**config.mk**
```make
export PLATFORM = sky130hd
export DESIGN_NAME = mem_port_arbiter_flat
export DESIGN_NICKNAME = d
export VERILOG_FILES = /design/src/rtl/mem_port_arbiter_if.sv /design/src/rtl/mem_port_arbiter.sv /design/src/flat_wrapper.sv
export SDC_FILE = /design/constraint.sdc
export NUM_CORES = 1
export LEC_CHECK = 0
export CORE_MARGIN = 2
export CORE_UTILIZATION = 29
export CTS_CLUSTER_DIAMETER = 200
export DETAILED_ROUTE_END_ITERATION = 12
export GPL_TIMING_DRIVEN = 0
export MAX_ROUTING_LAYER = met4
export PLACE_DENSITY = 0.86
export SETUP_SLACK_MARGIN = 0.4
export SLEW_MARGIN = 10
export SYNTH_ARGS = -nofsm -noshare
export SYNTH_HDL_FRONTEND = slang
export SYNTH_SLANG_ARGS = --single-unit
```
**constraint.sdc**
```tcl
create_clock -name clk -period 3.9 [get_ports clk]
set_input_delay 0.975 -clock clk [delete_from_list [all_inputs] [get_ports clk]]
set_output_delay 0.975 -clock clk [all_outputs]
set_load 0.02 [all_outputs]
```
**src/rtl/mem_port_arbiter_if.sv**
```systemverilog
// Host-side request/grant and read-return bundle for mem_port_arbiter.
// The slave modport is the arbiter side; master is the host/loader side.
interface mem_port_arbiter_if #(
    parameter int DWIDTH     = 16,
    parameter int ADDR_WIDTH = 12
);
    logic                  i_h_req;
    logic                  i_h_we;
    logic [ADDR_WIDTH-1:0] i_h_addr;
    logic [DWIDTH-1:0]     i_h_wdata;
    logic                  o_h_gnt;
    logic [DWIDTH-1:0]     o_h_rdata;
    logic                  o_h_rvalid;

    modport slave (
        input  i_h_req, i_h_we, i_h_addr, i_h_wdata,
        output o_h_gnt, o_h_rdata, o_h_rvalid
    );

    modport master (
        output i_h_req, i_h_we, i_h_addr, i_h_wdata,
        input  o_h_gnt, o_h_rdata, o_h_rvalid
    );
endinterface

```
**src/rtl/mem_port_arbiter.sv**
```systemverilog
// Shares one synchronous memory port between the CPU and a host requester.
// Optional macro ARB_STARVE_GUARD_EN bounds host wait time by preempting the CPU.
module mem_port_arbiter #(
    parameter int DWIDTH       = 16,
    parameter int ADDR_WIDTH   = 12,
    parameter int STARVE_LIMIT = 8
) (
    input  logic                  clk,
    input  logic                  reset_n,
    input  logic                  i_cpu_ce,
    input  logic                  i_cpu_we,
    input  logic [ADDR_WIDTH-1:0] i_cpu_addr,
    input  logic [DWIDTH-1:0]     i_cpu_data,
    output logic [DWIDTH-1:0]     o_cpu_data,
    output logic                  o_cpu_wait,
    mem_port_arbiter_if.slave     host,
    output logic                  o_mem_ce,
    output logic                  o_mem_we,
    output logic [ADDR_WIDTH-1:0] o_mem_addr,
    output logic [DWIDTH-1:0]     o_mem_data,
    input  logic [DWIDTH-1:0]     i_mem_data
);

    if (STARVE_LIMIT < 1 || STARVE_LIMIT > 255) begin : g_bad_limit
        $error("STARVE_LIMIT must be in 1..255");
    end

    typedef enum logic [1:0] {
        S_IDLE,
        S_HRD1,
        S_HRD2
    } state_e;

    state_e            state_q, state_d;
    logic [DWIDTH-1:0] rdata_q, rdata_d;
    logic              rvalid_q, rvalid_d;
    logic              h_rd_pend2;
    logic              starve;
    logic              gnt;

`ifdef ARB_STARVE_GUARD_EN
    logic [7:0] cnt_q, cnt_d;

    assign starve = (cnt_q >= 8'(STARVE_LIMIT));

    always_comb begin
        cnt_d = 8'd0;
        if (host.i_h_req && !gnt) begin
            cnt_d = (cnt_q == 8'hFF) ? cnt_q : cnt_q + 8'd1;
        end
    end

    always_ff @(posedge clk or negedge reset_n) begin
        if (!reset_n) cnt_q <= 8'd0;
        else          cnt_q <= cnt_d;
    end

    assign o_cpu_wait = gnt & i_cpu_ce;
`else
    assign starve     = 1'b0;
    assign o_cpu_wait = 1'b0;
`endif

    // Only the data-arrival cycle blocks; a grant in S_HRD2 pipelines reads.
    assign h_rd_pend2   = (state_q == S_HRD1);
    assign gnt          = host.i_h_req & ~h_rd_pend2 & (~i_cpu_ce | starve);
    assign host.o_h_gnt = gnt;

    always_comb begin
        o_mem_ce   = i_cpu_ce;
        o_mem_we   = i_cpu_we & i_cpu_ce;
        o_mem_addr = i_cpu_addr;
        o_mem_data = i_cpu_data;
        if (gnt) begin
            o_mem_ce   = 1'b1;
            o_mem_we   = host.i_h_we;
            o_mem_addr = host.i_h_addr;
            o_mem_data = host.i_h_wdata;
        end
    end

    assign o_cpu_data = i_mem_data;

    always_comb begin
        state_d  = S_IDLE;
        rdata_d  = rdata_q;
        rvalid_d = 1'b0;
        unique case (state_q)
            S_IDLE, S_HRD2: begin
                if (gnt && !host.i_h_we) state_d = S_HRD1;
            end
            S_HRD1: begin
                state_d  = S_HRD2;
                rdata_d  = i_mem_data;
                rvalid_d = 1'b1;
            end
            default: state_d = S_IDLE;
        endcase
    end

    always_ff @(posedge clk or negedge reset_n) begin
        if (!reset_n) begin
            state_q  <= S_IDLE;
            rdata_q  <= '0;
            rvalid_q <= 1'b0;
        end else begin
            state_q  <= state_d;
            rdata_q  <= rdata_d;
            rvalid_q <= rvalid_d;
        end
    end

    assign host.o_h_rdata  = rdata_q;
    assign host.o_h_rvalid = rvalid_q;

endmodule

```
**src/flat_wrapper.sv**
```systemverilog
// flat-port wrapper written by rule: the top's interface ports become plain ports
module mem_port_arbiter_flat 
#(
    parameter int DWIDTH       = 16,
    parameter int ADDR_WIDTH   = 12,
    parameter int STARVE_LIMIT = 8
)
  (clk, reset_n, i_cpu_ce, i_cpu_we, i_cpu_addr, i_cpu_data, o_cpu_data, o_cpu_wait, o_mem_ce, o_mem_we, o_mem_addr, o_mem_data, i_mem_data, host_i_h_req, host_i_h_we, host_i_h_addr, host_i_h_wdata, host_o_h_gnt, host_o_h_rdata, host_o_h_rvalid);
  mem_port_arbiter_if #(.DWIDTH(DWIDTH), .ADDR_WIDTH(ADDR_WIDTH)) host_i ();
  input  logic clk;
  input  logic reset_n;
  input  logic i_cpu_ce;
  input  logic i_cpu_we;
  input  logic [ADDR_WIDTH-1:0] i_cpu_addr;
  input  logic [DWIDTH-1:0] i_cpu_data;
  output logic [DWIDTH-1:0] o_cpu_data;
  output logic o_cpu_wait;
  output logic o_mem_ce;
  output logic o_mem_we;
  output logic [ADDR_WIDTH-1:0] o_mem_addr;
  output logic [DWIDTH-1:0] o_mem_data;
  input  logic [DWIDTH-1:0] i_mem_data;
  input wire logic [$bits(host_i.i_h_req)-1:0] host_i_h_req;
  input wire logic [$bits(host_i.i_h_we)-1:0] host_i_h_we;
  input wire logic [$bits(host_i.i_h_addr)-1:0] host_i_h_addr;
  input wire logic [$bits(host_i.i_h_wdata)-1:0] host_i_h_wdata;
  output wire logic [$bits(host_i.o_h_gnt)-1:0] host_o_h_gnt;
  output wire logic [$bits(host_i.o_h_rdata)-1:0] host_o_h_rdata;
  output wire logic [$bits(host_i.o_h_rvalid)-1:0] host_o_h_rvalid;
  assign host_i.i_h_req = host_i_h_req;
  assign host_i.i_h_we = host_i_h_we;
  assign host_i.i_h_addr = host_i_h_addr;
  assign host_i.i_h_wdata = host_i_h_wdata;
  assign host_o_h_gnt = host_i.o_h_gnt;
  assign host_o_h_rdata = host_i.o_h_rdata;
  assign host_o_h_rvalid = host_i.o_h_rvalid;
  mem_port_arbiter #(.DWIDTH(DWIDTH), .ADDR_WIDTH(ADDR_WIDTH), .STARVE_LIMIT(STARVE_LIMIT)) u_core (.clk(clk), .reset_n(reset_n), .i_cpu_ce(i_cpu_ce), .i_cpu_we(i_cpu_we), .i_cpu_addr(i_cpu_addr), .i_cpu_data(i_cpu_data), .o_cpu_data(o_cpu_data), .o_cpu_wait(o_cpu_wait), .host(host_i), .o_mem_ce(o_mem_ce), .o_mem_we(o_mem_we), .o_mem_addr(o_mem_addr), .o_mem_data(o_mem_data), .i_mem_data(i_mem_data));
endmodule
```
== After elaboration in Yosys (flattened, before gate mapping) ==
Cells that the tools add are included.
Widths: inputs -> output; s select.

* Flip-flop bits (word level): 19
* Word-level logic and storage cells: 21
* Bits of input ports: 78

* Multiplexer cells: 7
* Reductions and logical operators: 4
* Eq/ne operators: 2
* Bitwise logic cells: 5

{| class="wikitable"
|+ Operators with widths
! kind !! count
|-
| $mux 16 || 1
|-
| $mux 12 || 1
|-
| $mux 1 || 4
|-
| $pmux 2 s2 || 1
|-
| $and 1x1->1 || 3
|-
| $eq 2x1->1 const B || 1
|-
| $eq 2x2->1 const B || 1
|-
| $logic_not 2->1 || 1
|-
| $not 1->1 || 2
|-
| $reduce_or 2->1 || 1
|-
| $logic_and 1x1->1 || 1
|-
| $logic_not 1->1 || 1
|}

== Longest topological paths before layout ==
Gate-level depths: netlist (run 1).

* Depth in word-level cells: 7
* Depth in mapped cells: 5
* Mapped depth without buffers: 3

== Worst setup path after synthesis (run 1) ==
Ideal clock, no wire load.

* Path type: input -> output
* From: in host_i_h_req
* To: out o_mem_addr[0]
* Data arrival time: 1,871 ps
* Setup slack: 1,054 ps
* Stages on the path: 5
* Required time: 2,925 ps
* Path through: inv_2 nor3_2 buf_6 buf_12 mux2_4

* Cells in the longest elaborated chain, start to end: 3

{| class="wikitable"
|+ Ends and longest elaborated chain
! what !! RTL line !! text
|-
| start: declaration || flat_wrapper.sv:23 || <nowiki>input wire logic [$bits(host_i.i_h_req)-1:0] host_i_h_req;</nowiki>
|-
| $and 1x1->1 (2 in a row) || mem_port_arbiter.sv:66 || <nowiki>assign gnt = host.i_h_req & ~h_rd_pend2 & (~i_cpu_ce | starve);</nowiki>
|-
| named net host_o_h_gnt || flat_wrapper.sv:27 || <nowiki>output wire logic [$bits(host_i.o_h_gnt)-1:0] host_o_h_gnt;</nowiki>
|-
| $mux 12 || mem_port_arbiter.sv:74 || <nowiki>if (gnt) begin</nowiki>
|-
| end: declaration || flat_wrapper.sv:20 || <nowiki>output logic [ADDR_WIDTH-1:0] o_mem_addr;</nowiki>
|}

The timed path passes the listed nets, and every way through them passes these cells.

== Final worst setup path (run 1) ==
* From: in host_i_h_req
* To: out o_mem_data[11]

* Cells in the longest elaborated chain, start to end: 3

{| class="wikitable"
|+ Ends and longest elaborated chain
! what !! RTL line !! text
|-
| $and 1x1->1 (2 in a row) || mem_port_arbiter.sv:66 ||
|-
| $mux 16 || mem_port_arbiter.sv:74 ||
|-
| end: declaration || flat_wrapper.sv:21 || <nowiki>output logic [DWIDTH-1:0] o_mem_data;</nowiki>
|}

No other way between the ends.

==> results.yml, run 1 <==
timing:
  worst_slack_ns: 0.383
  slew_headroom_pct: 46.8
  hold_viol_final: 0
  clock.fmax_ghz: 0.284
  whs_ns: 0.443
  worstMarginPinSlew_ns: 0.796
  finalCriticalPeriod_ns: 3.52
  rsz0062_at_grt: "yes"
  tns_ns: 0
  setup_viol: 0
  fin_crit_sh_pct: 90.2
  final-max-slew-violation-count: 0
  skew_ns: 0.00267
finish:
  final_nets: 320
  multi_input_area_um2: 589
  num_antenna_cells: 0
  seqCellArea_um2: 450
  final_cell_area_um2: 2700
  num-fill-cells: 334
  drive_gt1_share_pct: 39.2
  layoutNonFillerInstCount: 290
  area_growth_pct: 121
pwr:
  swShare_pct: 31.9
  pwr-share-seq_pct: 31.1
  p_int_w: 0.000534
  leakage_nw: 1.18
  clock_power_share_pct: 16.1
  ir_drop_mv: 0.259
  combPwrFrac_pct: 52.8
  cellPowerDensity_nw_per_um2: 291
  switchingPower_w: 0.000250
outcome:
  status: "completed"
routing:
  wl_per_cell_um: 16.2
  num_vias: 1280
  drc_errors: 0
  wl_met3_um: 667
  ant_nets: 0
  highest-signal-layer: "met4"
  drt-initial-drc-count: 9
  routed_wl_um: 4690
  first_pass_iters: 4
  wl_met1_um: 1630
  met2_wirelength_um: 2330
  vias_per_cell: 4.41
placed_design:
  gp_congestion: 0.755
  io_buffer_count: 141
  postPlaceCellArea_um2: 2700
  dp_slack_ns: 0.00745
  dp_cells: 284
  hpwl_um: 3850
synth:
  synth.avg_cell_area_um2: 13.1
  async_flop_share_pct: 100
  ys_ff_latch: 18
  syn_inst: 93
  synth-seq-area-share_pct: 36.8
  synth_top_area_share_pct: 36.8
  yosys.area.top_type: "dfrtp_1"
  yosys-top-cells-area: "dfrtp_1, mux2_2, buf_4, mux2_4, buf_12"
  synth-main-ff-cell: "dfrtp_1"
  yosys_warnings: 0
  synth_common_cells: "mux2_2, buf_4, dfrtp_1"
  synth.distinct_cells: 15
  synth-edff-count: 0
  synth_area_um2: 1220
  syn_nets: 171
  yosysMostFrequentCell: "mux2_2"
grt:
  grt_use_total_pct: 18.8
  grt_pass1_wl_um: 6290
  antenna_found_initial: 0
  grt_max_degree: 19
  first_global_vias: 1320
  grt_overflow: 0
floorplanning:
  fp.dieH_um: 68.9
  core_um2: 4030
  floorplan.initialDensity_pct: 30.3
  num_io_pins: 143
  rows: 23
  die_x_um: 68.9
  dieArea_um2: 4750
setup_path:
  cp_max_fo: 5
  cp-start-kind: "input pin"
  end_kind: "output pin"
  rr_worst_depth: 4
  crit_arrival_ns: 2.54
  worstPathRequired_ns: 2.92
  path_class: "in -> out"
clock_tree:
  cts.htree.levels: 1
  cts_tree: "done"
  clk_pin_slew_worst_paths_ns: 0.06
  cts_num_sinks: 18
  clockRootBuffer: "clkbuf_8"
  clk_latency_ns: 0.25
  cts.path.max_buffers: 2
  numCtsBuffers: 3
hold_path:
  hold_depth: 1
  hp-class: "reg -> reg"
job:
  maxCapViolCount: 0
==> metal layers <==
metal,vias up,track usage [%]
met3,6,5.84
met4,0,7.60
met1,586,20.1
met2,84,32.3
met5,-,-
li1,604,-
==> logic make-up (layout without fill, tap and decap cells) <==
group	after synthesis	in the layout	synth area share, %
AO/OA/AOI/OAI	2	2	1.33
buffers and inverters	24	171	15.5
flip-flops	18	18	36.8
multiplexers	44	44	43.3
other	1	1	0.307
AND/OR/NAND/NOR	4	4	2.76
==> cells in the final DEF (no fill, tap or decap), drive strengths merged <==
cell type        n
buf             38
clkbuf           9
clkdlybuf4s15    4
clkdlybuf4s50  110
conb             1
dfrtp           18
dlygate4sd2      7
dlymetal6s2s     1
inv              2
mux2            44
nand2            1
nor2b            1
nor3             1
nor4             1
o21bai           1
o41ai            1
==> cell type report <==
cell class | count | area share [%]
repair buffers | 144 | 50.5
multi-input cells | 51 | 21.8
flip-flops and latches | 18 | 16.7
plain buffers | 22 | 6.86
well taps | 50 | 2.32
clock buffers | 3 | 1.53
inverters | 2 | 0.278
==> through the flow <==
step | util, % | power [W]
finish | 67.0 | 0.000785
global route | 67.0 | 0.000823
CTS | 66.9 | 0.000793
detailed placement | 66.9 | 0.000678
global placement | 66.9 | 0.000671
floorplan | - | 0.000436
==> state kept, by name, summed over array words and instances, names as in the netlist <==
| signal | cells |
|---|---|
| u_core.state_q | 1 |
| u_core.host.o_h_rdata | 16 |
| u_core.host.o_h_rvalid | 1 |
==> critical path: stages <==
cell	delay, ns
clkdlybuf4s50_1	0.48
inv_2	0.07
nor3_4	0.18
buf_4	0.18
mux2_2	0.33
dlygate4sd2_1	0.33
==> timing repair <==
action,CTS,global route
cloned,1,1
endpoints found under the hold margin,0,0
hold buffers,0,0
pin swaps,1,0
resized for setup,77,13
setup buffers,1,0
setup endpoints to repair,29,18
==> worst paths after layout <==
check                                                  from                              endpoint  slack, ns
max reg2reg                u_core.host.o_h_rvalid$_DFF_PN0_  u_core.host.o_h_rdata[9]$_DFFE_PN0P_       2.48
min in group asynchronous                           reset_n  u_core.host.o_h_rdata[4]$_DFFE_PN0P_       1.19
min                             u_core.state_q[0]$_DFF_PN0_           u_core.state_q[0]$_DFF_PN0_       0.44
max                                            host_i_h_req                        o_mem_data[11]       0.38
max in group asynchronous                           reset_n  u_core.host.o_h_rdata[7]$_DFFE_PN0P_       2.22
min reg2reg                     u_core.state_q[0]$_DFF_PN0_           u_core.state_q[0]$_DFF_PN0_       0.44
==> power by group through the flow <==
| stage | clock network (W) | logic [W] | registers (W) |
|---|---|---|---|
| floorplan | 0 | 0.000142 | 0.000294 |
| global placement | 0 | 0.000427 | 0.000245 |
| detailed placement | 0 | 0.000430 | 0.000248 |
| CTS | 0.000131 | 0.000417 | 0.000245 |
| global route | 0.000137 | 0.000437 | 0.000250 |
| finish | 0.000126 | 0.000415 | 0.000244 |
(Power assumes the default switching activity.)
==> run 2, diff against run 1 <==
--- a/config.mk
+++ b/config.mk
@@ -5,6 +5,7 @@
 export SDC_FILE = /design/constraint.sdc
 export NUM_CORES = 1
 export LEC_CHECK = 0
+export CAP_MARGIN = 20
 export CORE_MARGIN = 2
 export CORE_UTILIZATION = 29
 export CTS_CLUSTER_DIAMETER = 200
==> results of run 2 <==
Final layout, timing and power as in run 1 (identical DEF).
==> run 3, diff against run 2 <==
--- a/config.mk
+++ b/config.mk
@@ -7,12 +7,13 @@
 export LEC_CHECK = 0
 export CAP_MARGIN = 20
 export CORE_MARGIN = 2
-export CORE_UTILIZATION = 29
+export CORE_UTILIZATION = 30
+export CTS_BUF_LIST = sky130_fd_sc_hd__clkbuf_4
 export CTS_CLUSTER_DIAMETER = 200
 export DETAILED_ROUTE_END_ITERATION = 12
 export GPL_TIMING_DRIVEN = 0
 export MAX_ROUTING_LAYER = met4
-export PLACE_DENSITY = 0.86
+export PLACE_DENSITY = 0.89
 export SETUP_SLACK_MARGIN = 0.4
 export SLEW_MARGIN = 10
 export SYNTH_ARGS = -nofsm -noshare
==> results.yml, run 3 (synthesized netlist as in run 1, its figures left out) <==
hold_path:
  min_to: "u_core.state_q[0]$_DFF_PN0_"
  hold_depth: 1
  worstHoldStart: "u_core.state_q[0]$_DFF_PN0_"
  hp-class: "reg -> reg"
grt:
  antenna_found_initial: 0
  first_global_vias: 1368
  grt_use_total_pct: 19.0
  grt_pass1_wl_um: 6360
  grt_overflow: 0
  grt_max_degree: 19
setup_path:
  path_class: "in -> out"
  crit_arrival_ns: 2.51
  worstPathCellList: "clkdlybuf4s50_1, inv_2, nor3_4, buf_4, buf_4, mux2_2, clkdlybuf4s15_2"
  worstPathRequired_ns: 2.92
  r2r_slack_ns: 2.47
  end_kind: "output pin"
  crit_path_frequent_cell: "buf_4"
  rr_worst_depth: 4
  path_buf_inv: 5
  cp_top_family: "buffers and inverters"
  reg2reg_to: "u_core.host.o_h_rdata[11]$_DFFE_PN0P_"
  cp_max_fo: 5
  slowest_delay_ns: 0.47
  cp-start-kind: "input pin"
  r2r_start: "u_core.host.o_h_rvalid$_DFF_PN0_"
  slowest_stage: "clkdlybuf4s50_1"
timing:
  setup_viol: 0
  hold_viol_final: 0
  rsz0062_at_grt: "yes"
  slew_headroom_pct: 48.2
  whs_ns: 0.457
  fin_crit_sh_pct: 89.5
  finalCriticalPeriod_ns: 3.49
  clock.fmax_ghz: 0.287
  worstMarginPinSlew_ns: 0.775
  final-max-slew-violation-count: 0
  skew_ns: 0.00391
floorplanning:
  dieArea_um2: 4600
  fp.dieH_um: 67.8
  core_um2: 3970
  floorplan.initialDensity_pct: 30.8
  die_x_um: 67.8
  num_io_pins: 143
  rows: 23
finish:
  num_antenna_cells: 0
  seqCellArea_um2: 450
  largest_reg_flops: 16
  num-fill-cells: 345
  final_common_cell: "clkdlybuf4s50_1"
  multi_input_area_um2: 589
  layoutNonFillerInstCount: 292
  fin_util_pct: 66.8
  area_growth_pct: 117
  final_nets: 321
  drive_gt1_share_pct: 43.0
  mostFrequentLayoutCells: "clkdlybuf4s50_1, mux2_2, buf_4"
routing:
  wl_per_cell_um: 15.8
  drc_errors: 0
  ant_nets: 0
  first_pass_iters: 4
  num_vias: 1306
  routed_wl_um: 4630
  vias_per_cell: 4.47
  drt-initial-drc-count: 17
placed_design:
  io_buffer_count: 141
  gp_congestion: 0.659
  hpwl_um: 3930
  dp_cells: 284
pwr:
  cellPowerDensity_nw_per_um2: 282
  p_total_w: 0.000750
  leakage_nw: 1.17
  ir_drop_mv: 0.203
clock_tree:
  hold_buffers: 0
  clk_latency_ns: 0.29
  cts.htree.levels: 1
  clk_pin_slew_worst_paths_ns: 0.10
  cts.path.max_buffers: 2
  clockRootBuffer: "clkbuf_4"
  cts_tree: "done"
  numCtsBuffers: 3
  cts_num_sinks: 18
outcome:
  status: "completed"
job:
  maxCapViolCount: 0
run 3: per-stage QoR:
stage                     cell area (um2)  TNS, ns  setup slack [ns]
after floorplan                      1220        0              1.05
after global placement               2700   -0.122           -0.0273
after detailed placement             2700  -0.0734           -0.0212
after CTS                            2740        0             0.349
after global routing                 2650        0             0.318
final                                2650        0             0.411
run 3: worst register-to-register path: cells and delay by family, from the launching register on:
family                 cells  cell delay, ns
and+or+nand+nor            1            0.15
DFF                        1            0.42
buffers and inverters      2            0.41
muxes                      1            0.34
run 3: timing repair:
item / CTS / global route
pin swaps: 1 / 0
gates cloned: 1 / 0
setup endpoints to repair: 29 / 19
gates resized for setup: 85 / 25
buffers inserted: 3 / 0
run 3: worst max-delay path by stage:
| stage | startpoint | to | slack (ns) | depth (start not counted) |
|---|---|---|---|---|
| after floorplan | host_i_h_req | o_mem_addr[0] | 1.05 | 5 |
| after global placement | host_i_h_req | o_mem_addr[2] | -0.03 | 7 |
| after detailed placement | i_cpu_ce | o_mem_addr[0] | -0.02 | 6 |
| after CTS | host_i_h_req | o_mem_data[11] | 0.35 | 7 |
| after global routing | host_i_h_req | o_mem_data[4] | 0.32 | 7 |
| final | host_i_h_req | o_mem_data[4] | 0.41 | 7 |
run 3: layer usage:
layer	GRT usage (%)	up-vias	routed length, um
li1	-	608	-
met1	20.3	614	1690
met2	35.8	82	2410
met3	3.62	2	504
met4	4.75	0	21
met5	-	-	0
run 3: area by class of cell:
class	instances	share of cell area, %
plain buffers	22	6.98
clock buffers	3	0.849
clock inverters	1	0.141
inverters	2	0.283
multi-input cells	51	22.2
flip-flops and latches	18	17.0
well taps	50	2.36
repair buffers	145	50.2
run 3: power by group:
group	switching (W)	internal [W]
sequential	0.0000194	0.000224
combinational	0.000175	0.000239
clock	0.0000552	0.0000372
